**src/rtl/imem_loader_if.sv**
```systemverilog
// ============================================================================
// imem_loader_if : byte-stream input and instruction-memory write bus
// Revision: 1.0
// ============================================================================
`default_nettype none

interface imem_loader_if #(
  parameter int ADDR_W = 10
);
  logic              in_valid;
  logic [7:0]        in_data;
  logic              in_ready;
  logic              im_we;
  logic [ADDR_W-1:0] im_addr;
  logic [31:0]       im_wdata;
  logic              cpu_reset;
  logic              done;
  logic              err;

  modport master (
    input  in_valid,
    input  in_data,
    output in_ready,
    output im_we,
    output im_addr,
    output im_wdata,
    output cpu_reset,
    output done,
    output err
  );

  modport slave (
    output in_valid,
    output in_data,
    input  in_ready,
    input  im_we,
    input  im_addr,
    input  im_wdata,
    input  cpu_reset,
    input  done,
    input  err
  );
endinterface

`default_nettype wire

```
**src/rtl/imem_loader.sv**
```systemverilog
// ============================================================================
// imem_loader : parses a length-prefixed byte stream into instruction words
// Revision: 1.0
// ============================================================================
`default_nettype none

module imem_loader #(
  parameter int ADDR_W       = 10,
  parameter int IDLE_TIMEOUT = 65535
) (
  input  wire logic     clk,
  input  wire logic     reset,
  imem_loader_if.master bus
);

  // The length header is 16 bits, so ADDR_W is expected to be at most 16.
  localparam int              IDLE_W     = (IDLE_TIMEOUT < 1) ? 1 : $clog2(IDLE_TIMEOUT + 1);
  localparam logic [IDLE_W-1:0] IDLE_LIMIT = IDLE_W'(IDLE_TIMEOUT);
  localparam logic [16:0]     MAX_N      = 17'(64'd1 << ADDR_W);

  typedef enum logic [2:0] {
    LEN_HI = 3'd0,
    LEN_LO = 3'd1,
    DATA   = 3'd2,
    DONE   = 3'd3,
    ERROR  = 3'd4
  } state_t;

  state_t            state_q, state_d;
  logic [15:0]       n_q, n_d;
  logic [16:0]       k_q, k_d;
  logic [1:0]        b_q, b_d;
  logic [23:0]       asm_q, asm_d;
  logic [IDLE_W-1:0] idle_q, idle_d;
  logic              we_q, we_d;
  logic [ADDR_W-1:0] addr_q, addr_d;
  logic [31:0]       wdata_q, wdata_d;

  logic              ready;
  logic              accept;
  logic [15:0]       n_full;

  assign ready  = !reset && ((state_q == LEN_HI) || (state_q == LEN_LO) || (state_q == DATA));
  assign accept = ready && bus.in_valid;
  assign n_full = {n_q[15:8], bus.in_data};

  always_comb begin
    state_d = state_q;
    n_d     = n_q;
    k_d     = k_q;
    b_d     = b_q;
    asm_d   = asm_q;
    idle_d  = idle_q;
    we_d    = 1'b0;
    addr_d  = addr_q;
    wdata_d = wdata_q;

    case (state_q)
      LEN_HI: begin
        idle_d = '0;
        if (accept) begin
          n_d     = {bus.in_data, n_q[7:0]};
          state_d = LEN_LO;
        end
      end

      LEN_LO: begin
        if (idle_q == IDLE_LIMIT) begin
          state_d = ERROR;
        end else if (accept) begin
          n_d    = n_full;
          idle_d = '0;
          k_d    = '0;
          b_d    = '0;
          if (n_full == 16'd0) begin
            state_d = DONE;
          end else if ({1'b0, n_full} > MAX_N) begin
            state_d = ERROR;
          end else begin
            state_d = DATA;
          end
        end else begin
          idle_d = idle_q + IDLE_W'(1);
        end
      end

      DATA: begin
        // k reaches N on the edge that launches the final write, so this
        // fires in the im_we cycle and done rises right after the pulse.
        if (k_q == {1'b0, n_q}) begin
          state_d = DONE;
        end else if (idle_q == IDLE_LIMIT) begin
          state_d = ERROR;
        end else if (accept) begin
          idle_d = '0;
          asm_d  = {asm_q[15:0], bus.in_data};
          b_d    = b_q + 2'd1;
          if (b_q == 2'd3) begin
            we_d    = 1'b1;
            addr_d  = k_q[ADDR_W-1:0];
            wdata_d = {asm_q, bus.in_data};
            k_d     = k_q + 17'd1;
          end
        end else begin
          idle_d = idle_q + IDLE_W'(1);
        end
      end

      DONE, ERROR: begin
        idle_d = '0;
      end

      default: begin
        state_d = ERROR;
      end
    endcase
  end

  always_ff @(posedge clk or posedge reset) begin
    if (reset) begin
      state_q <= LEN_HI;
      n_q     <= '0;
      k_q     <= '0;
      b_q     <= '0;
      asm_q   <= '0;
      idle_q  <= '0;
      we_q    <= 1'b0;
      addr_q  <= '0;
      wdata_q <= '0;
    end else begin
      state_q <= state_d;
      n_q     <= n_d;
      k_q     <= k_d;
      b_q     <= b_d;
      asm_q   <= asm_d;
      idle_q  <= idle_d;
      we_q    <= we_d;
      addr_q  <= addr_d;
      wdata_q <= wdata_d;
    end
  end

  assign bus.in_ready  = ready;
  assign bus.im_we     = we_q;
  assign bus.im_addr   = addr_q;
  assign bus.im_wdata  = wdata_q;
  assign bus.done      = (state_q == DONE);
  assign bus.err       = (state_q == ERROR);
  assign bus.cpu_reset = (state_q != DONE);

endmodule

`default_nettype wire

```
**src/flat_wrapper.sv**
```systemverilog
// flat-port wrapper written by rule: the top's interface ports become plain ports
module imem_loader_flat 
#(
  parameter int ADDR_W       = 10,
  parameter int IDLE_TIMEOUT = 65535
)
  (clk, reset, bus_in_valid, bus_in_data, bus_in_ready, bus_im_we, bus_im_addr, bus_im_wdata, bus_cpu_reset, bus_done, bus_err);
  imem_loader_if #(.ADDR_W(ADDR_W)) bus_i ();
  input  wire logic clk;
  input  wire logic reset;
  input wire logic [$bits(bus_i.in_valid)-1:0] bus_in_valid;
  input wire logic [$bits(bus_i.in_data)-1:0] bus_in_data;
  output wire logic [$bits(bus_i.in_ready)-1:0] bus_in_ready;
  output wire logic [$bits(bus_i.im_we)-1:0] bus_im_we;
  output wire logic [$bits(bus_i.im_addr)-1:0] bus_im_addr;
  output wire logic [$bits(bus_i.im_wdata)-1:0] bus_im_wdata;
  output wire logic [$bits(bus_i.cpu_reset)-1:0] bus_cpu_reset;
  output wire logic [$bits(bus_i.done)-1:0] bus_done;
  output wire logic [$bits(bus_i.err)-1:0] bus_err;
  assign bus_i.in_valid = bus_in_valid;
  assign bus_i.in_data = bus_in_data;
  assign bus_in_ready = bus_i.in_ready;
  assign bus_im_we = bus_i.im_we;
  assign bus_im_addr = bus_i.im_addr;
  assign bus_im_wdata = bus_i.im_wdata;
  assign bus_cpu_reset = bus_i.cpu_reset;
  assign bus_done = bus_i.done;
  assign bus_err = bus_i.err;
  imem_loader #(.ADDR_W(ADDR_W), .IDLE_TIMEOUT(IDLE_TIMEOUT)) u_core (.clk(clk), .reset(reset), .bus(bus_i));
endmodule
```
**config.mk**
```make
export PLATFORM = sky130hd
export DESIGN_NAME = imem_loader_flat
export DESIGN_NICKNAME = d
export VERILOG_FILES = /design/src/rtl/imem_loader_if.sv /design/src/rtl/imem_loader.sv /design/src/flat_wrapper.sv
export SDC_FILE = /design/constraint.sdc
export NUM_CORES = 1
export LEC_CHECK = 0
export CORE_ASPECT_RATIO = 1.2
export CORE_MARGIN = 10
export CORE_UTILIZATION = 47
export DETAILED_ROUTE_END_ITERATION = 7
export MAX_ROUTING_LAYER = met4
export PLACE_DENSITY_LB_ADDON = 0.08
export SETUP_SLACK_MARGIN = 0.05
export SYNTH_ARGS = -nofsm -noshare
export SYNTH_HDL_FRONTEND = slang
export SYNTH_SLANG_ARGS = --single-unit
```
**constraint.sdc**
```tcl
create_clock -name clk -period 3.7 [get_ports clk]
set_input_delay 0.74 -clock clk [delete_from_list [all_inputs] [get_ports clk]]
set_output_delay 0.74 -clock clk [all_outputs]
set_load 0.005 [all_outputs]
```
==> impl_metrics.yaml <==
status:
  outcome: "complete, no violations"
clocking:
  post_cts_resized: 0
  insertion_delay_ns: 0.41
  post_cts_buffers: 0
  numCtsBuffers: 17
  cts_root_buffer: "clkbuf_16"
  cts.clk_slew.worst_paths_ns: 0.05
  cts_tree: "built"
  postCtsHoldBufs: 0
  clockBufferDepth: 2
  numClockSinks: 121
  cts_htree_levels: 4
timing:
  worst_slew_pin_slew_ns: 0.8072
  timing.fmax_ghz: 0.3436
  holdWs_ns: 0.4860
  fin_tns_setup_ns: 0
  slew_headroom_pct: 45.86
  setup_viol: 0
  finClkSkew_ns: 0.006798
  rsz0062_at_grt: "no"
  post-route-period-util_pct: 78.65
  final_hold_viol_count: 0
  slew_viol_final: 0
  fin_crit_ns: 2.910
layout:
  area_delta_synth_final_pct: 22.11
  design_area_sq_um: 7063
  diodes: 0
  fin_nets: 576
  layout-drive-gt1-share_pct: 15.33
  num-fill-cells: 996
  layout_common_cells: "121 x dfrtp_1, 57 x clkdlybuf4s50_1, 42 x mux2_1"
  layout_commonest_cell: "dfrtp_1"
synthesis:
  synth_edf_count: 0
  syn_nets: 522
  async_flop_share_pct: 100.0
  ys_top_cells_by_area: "dfrtp_1 52%, mux2_1 8.2%, mux2_2 6.4%, nand2_1 2.5%, nand3_1 2.2%"
  synth_top_area_cell: "dfrtp_1"
  ys_types: 64
  seq_area_frac_synth_pct: 52.35
  synth_ff_type: "dfrtp_1"
  synth_top_cell_area_share_pct: 52.35
  syn_inst: 508
  syn-cell-area_sq_um: 5784
  synth_seq_cells: 121
  ys_warn_count: 0
  avgSynthCellArea_sq_um: 11.39
global_route:
  grt_pass1_vias: 4316
  grt_remaining_overflow: 0
  grt.total_usage_pct: 17.07
  grt_use_met3_pct: 5.081
  gr-usage-met1_pct: 21.89
  grt_pass1_wl_microns: 22940
  top_usage_layer: "met2"
  grt_max_degree: 122
  antenna_found_initial: 0
  use_met2_pct: 25.76
detailed_routing:
  detail-route-antenna-nets: 0
  vias: 4234
  via_per_inst: 5.761
  drc: 0
  wire_per_inst_microns: 18.54
  dr.pass1.iters: 4
  drtIter0Drc: 407
  routed_wl_microns: 13630
worst_setup_path:
  crit_required_ns: 3.99
  critPathArrivalTime_ns: 3.20
  critPathLaunchType: "input port"
  critPathSlowestCell: "or2_2"
  crit_type: "in -> reg"
  worstSetupEndpointType: "register"
  slowest_delay_ns: 0.51
  regToRegSetupSlack_ns: 0.88
  crit_fanout: 34
  path_cells: "clkdlybuf4s50_1 > nor2b_1 > nand3b_1 > nor2_1 > o211ai_4 > or2_2 > buf_12 > mux2_1"
power:
  vdd_drop_max_uv: 394.7
  p_leak_nw: 3.050
  clockPowerShare_pct: 38.8
  power_density_nw_per_um2: 606.8
  power_switching_mw: 1.093
  pwr-share-comb_pct: 19.1
  seqPwrFrac_pct: 42.1
  internal-power_mw: 3.193
  swShare_pct: 25.49
  p_total_mw: 4.286
placement:
  hpwl_microns: 9283
  place_congestion: 0.8659
  place_area_sq_um: 6462
  numPortBuffers: 57
floorplanning:
  pin_count: 58
  num_rows: 44
  design.die.area_sq_um: 17160
  die_y_microns: 141.5
  die_x_microns: 121.3
  initial_utilization_pct: 47.98
  coreArea_sq_um: 12060
job:
  maxCapViolCount: 0
min_path:
  min_path_type: "reg -> reg"
## per-layer routing
metal  vias to the layer above  wire (microns)
met5                         -               0
met4                         0             127
met3                        12             593
met2                        91            6551
li1                       1974               -
met1                      2157            6357
## layout make-up
class                      instances  area (sq um)  share of cell area [%]
clock buffer                      18         429.2                   6.076
clock inverter                    13         171.4                   2.427
inverter                          15         60.06                  0.8503
multi-input combinational        346          2547                   36.07
sequential                       121          3028                   42.87
tap                              161         201.4                   2.852
timing repair buffer              61         625.6                   8.857
## critical path: cells and delay by family
| family | cells | cell delay, ns |
|---|---|---|
| muxes | 1 | 0.33 |
| and+or+nand+nor | 4 | 1.24 |
| buffers and inverters | 2 | 0.75 |
| AOI/OAI and AO/OA | 1 | 0.11 |
## final timing paths
| path | start | end | cells after the start |
|---|---|---|---|
| max reg2reg | u_core.idle_q[0] | u_core.bus.im_addr[1] | 8 |
| max | reset | u_core.bus.im_addr[1] | 8 |
| min in group asynchronous | reset | u_core.state_q[2] | 3 |
| min | u_core.bus.im_addr[7] | u_core.bus.im_addr[7] | 1 |
| min reg2reg | u_core.bus.im_addr[7] | u_core.bus.im_addr[7] | 1 |
| max in group asynchronous | reset | u_core.idle_q[6] | 3 |
## registers in the layout, indices dropped and copies added (netlist names)
name,cells
u_core.idle_q,16
u_core.b_q,2
u_core.bus.im_addr,10
u_core.state_q,3
u_core.bus.im_wdata,32
u_core.asm_q,24
u_core.n_q,16
u_core.bus.im_we,1
u_core.k_q,17
## Yosys cell counts, types with 6 or more instances
cell type / instances
nand4_1: 16
nor3_1: 8
nand2b_1: 6
o21ai_0: 17
xor2_1: 12
nand2_1: 38
mux2_1: 42
a21oi_1: 10
buf_2: 8
inv_1: 15
clkbuf_1: 9
mux2_2: 33
dfrtp_1: 121
nor2_1: 27
nand3_1: 25
o31ai_1: 15
## power by group through the flow
stage	Sequential, mW	Clock (mW)	Combinational, mW
floorplan	1.79	0	0.335
global placement	1.82	0	0.821
detailed placement	1.82	0	0.835
CTS	1.81	1.69	0.842
global route	1.85	1.76	0.902
finish	1.81	1.66	0.817
## through the flow
stage               std cells  setup slack (ns)  utilization [%]
floorplan                 508             1.316                -
global placement          704            0.4452            53.60
detailed placement        704            0.3996            53.60
CTS                       735            0.8146            58.58
global route              735            0.6234            58.58
finish                    735            0.7900            58.58
## logic make-up after synthesis
family	synth area share, %
adders and majority gates	0.6490
buffers and inverters	3.612
AOI/OAI and AO/OA	11.21
xor gates and xnor gates	2.423
and+or+nand+nor	14.82
muxes	14.95
DFF	52.35
Power figures use the tool's default switching activity.
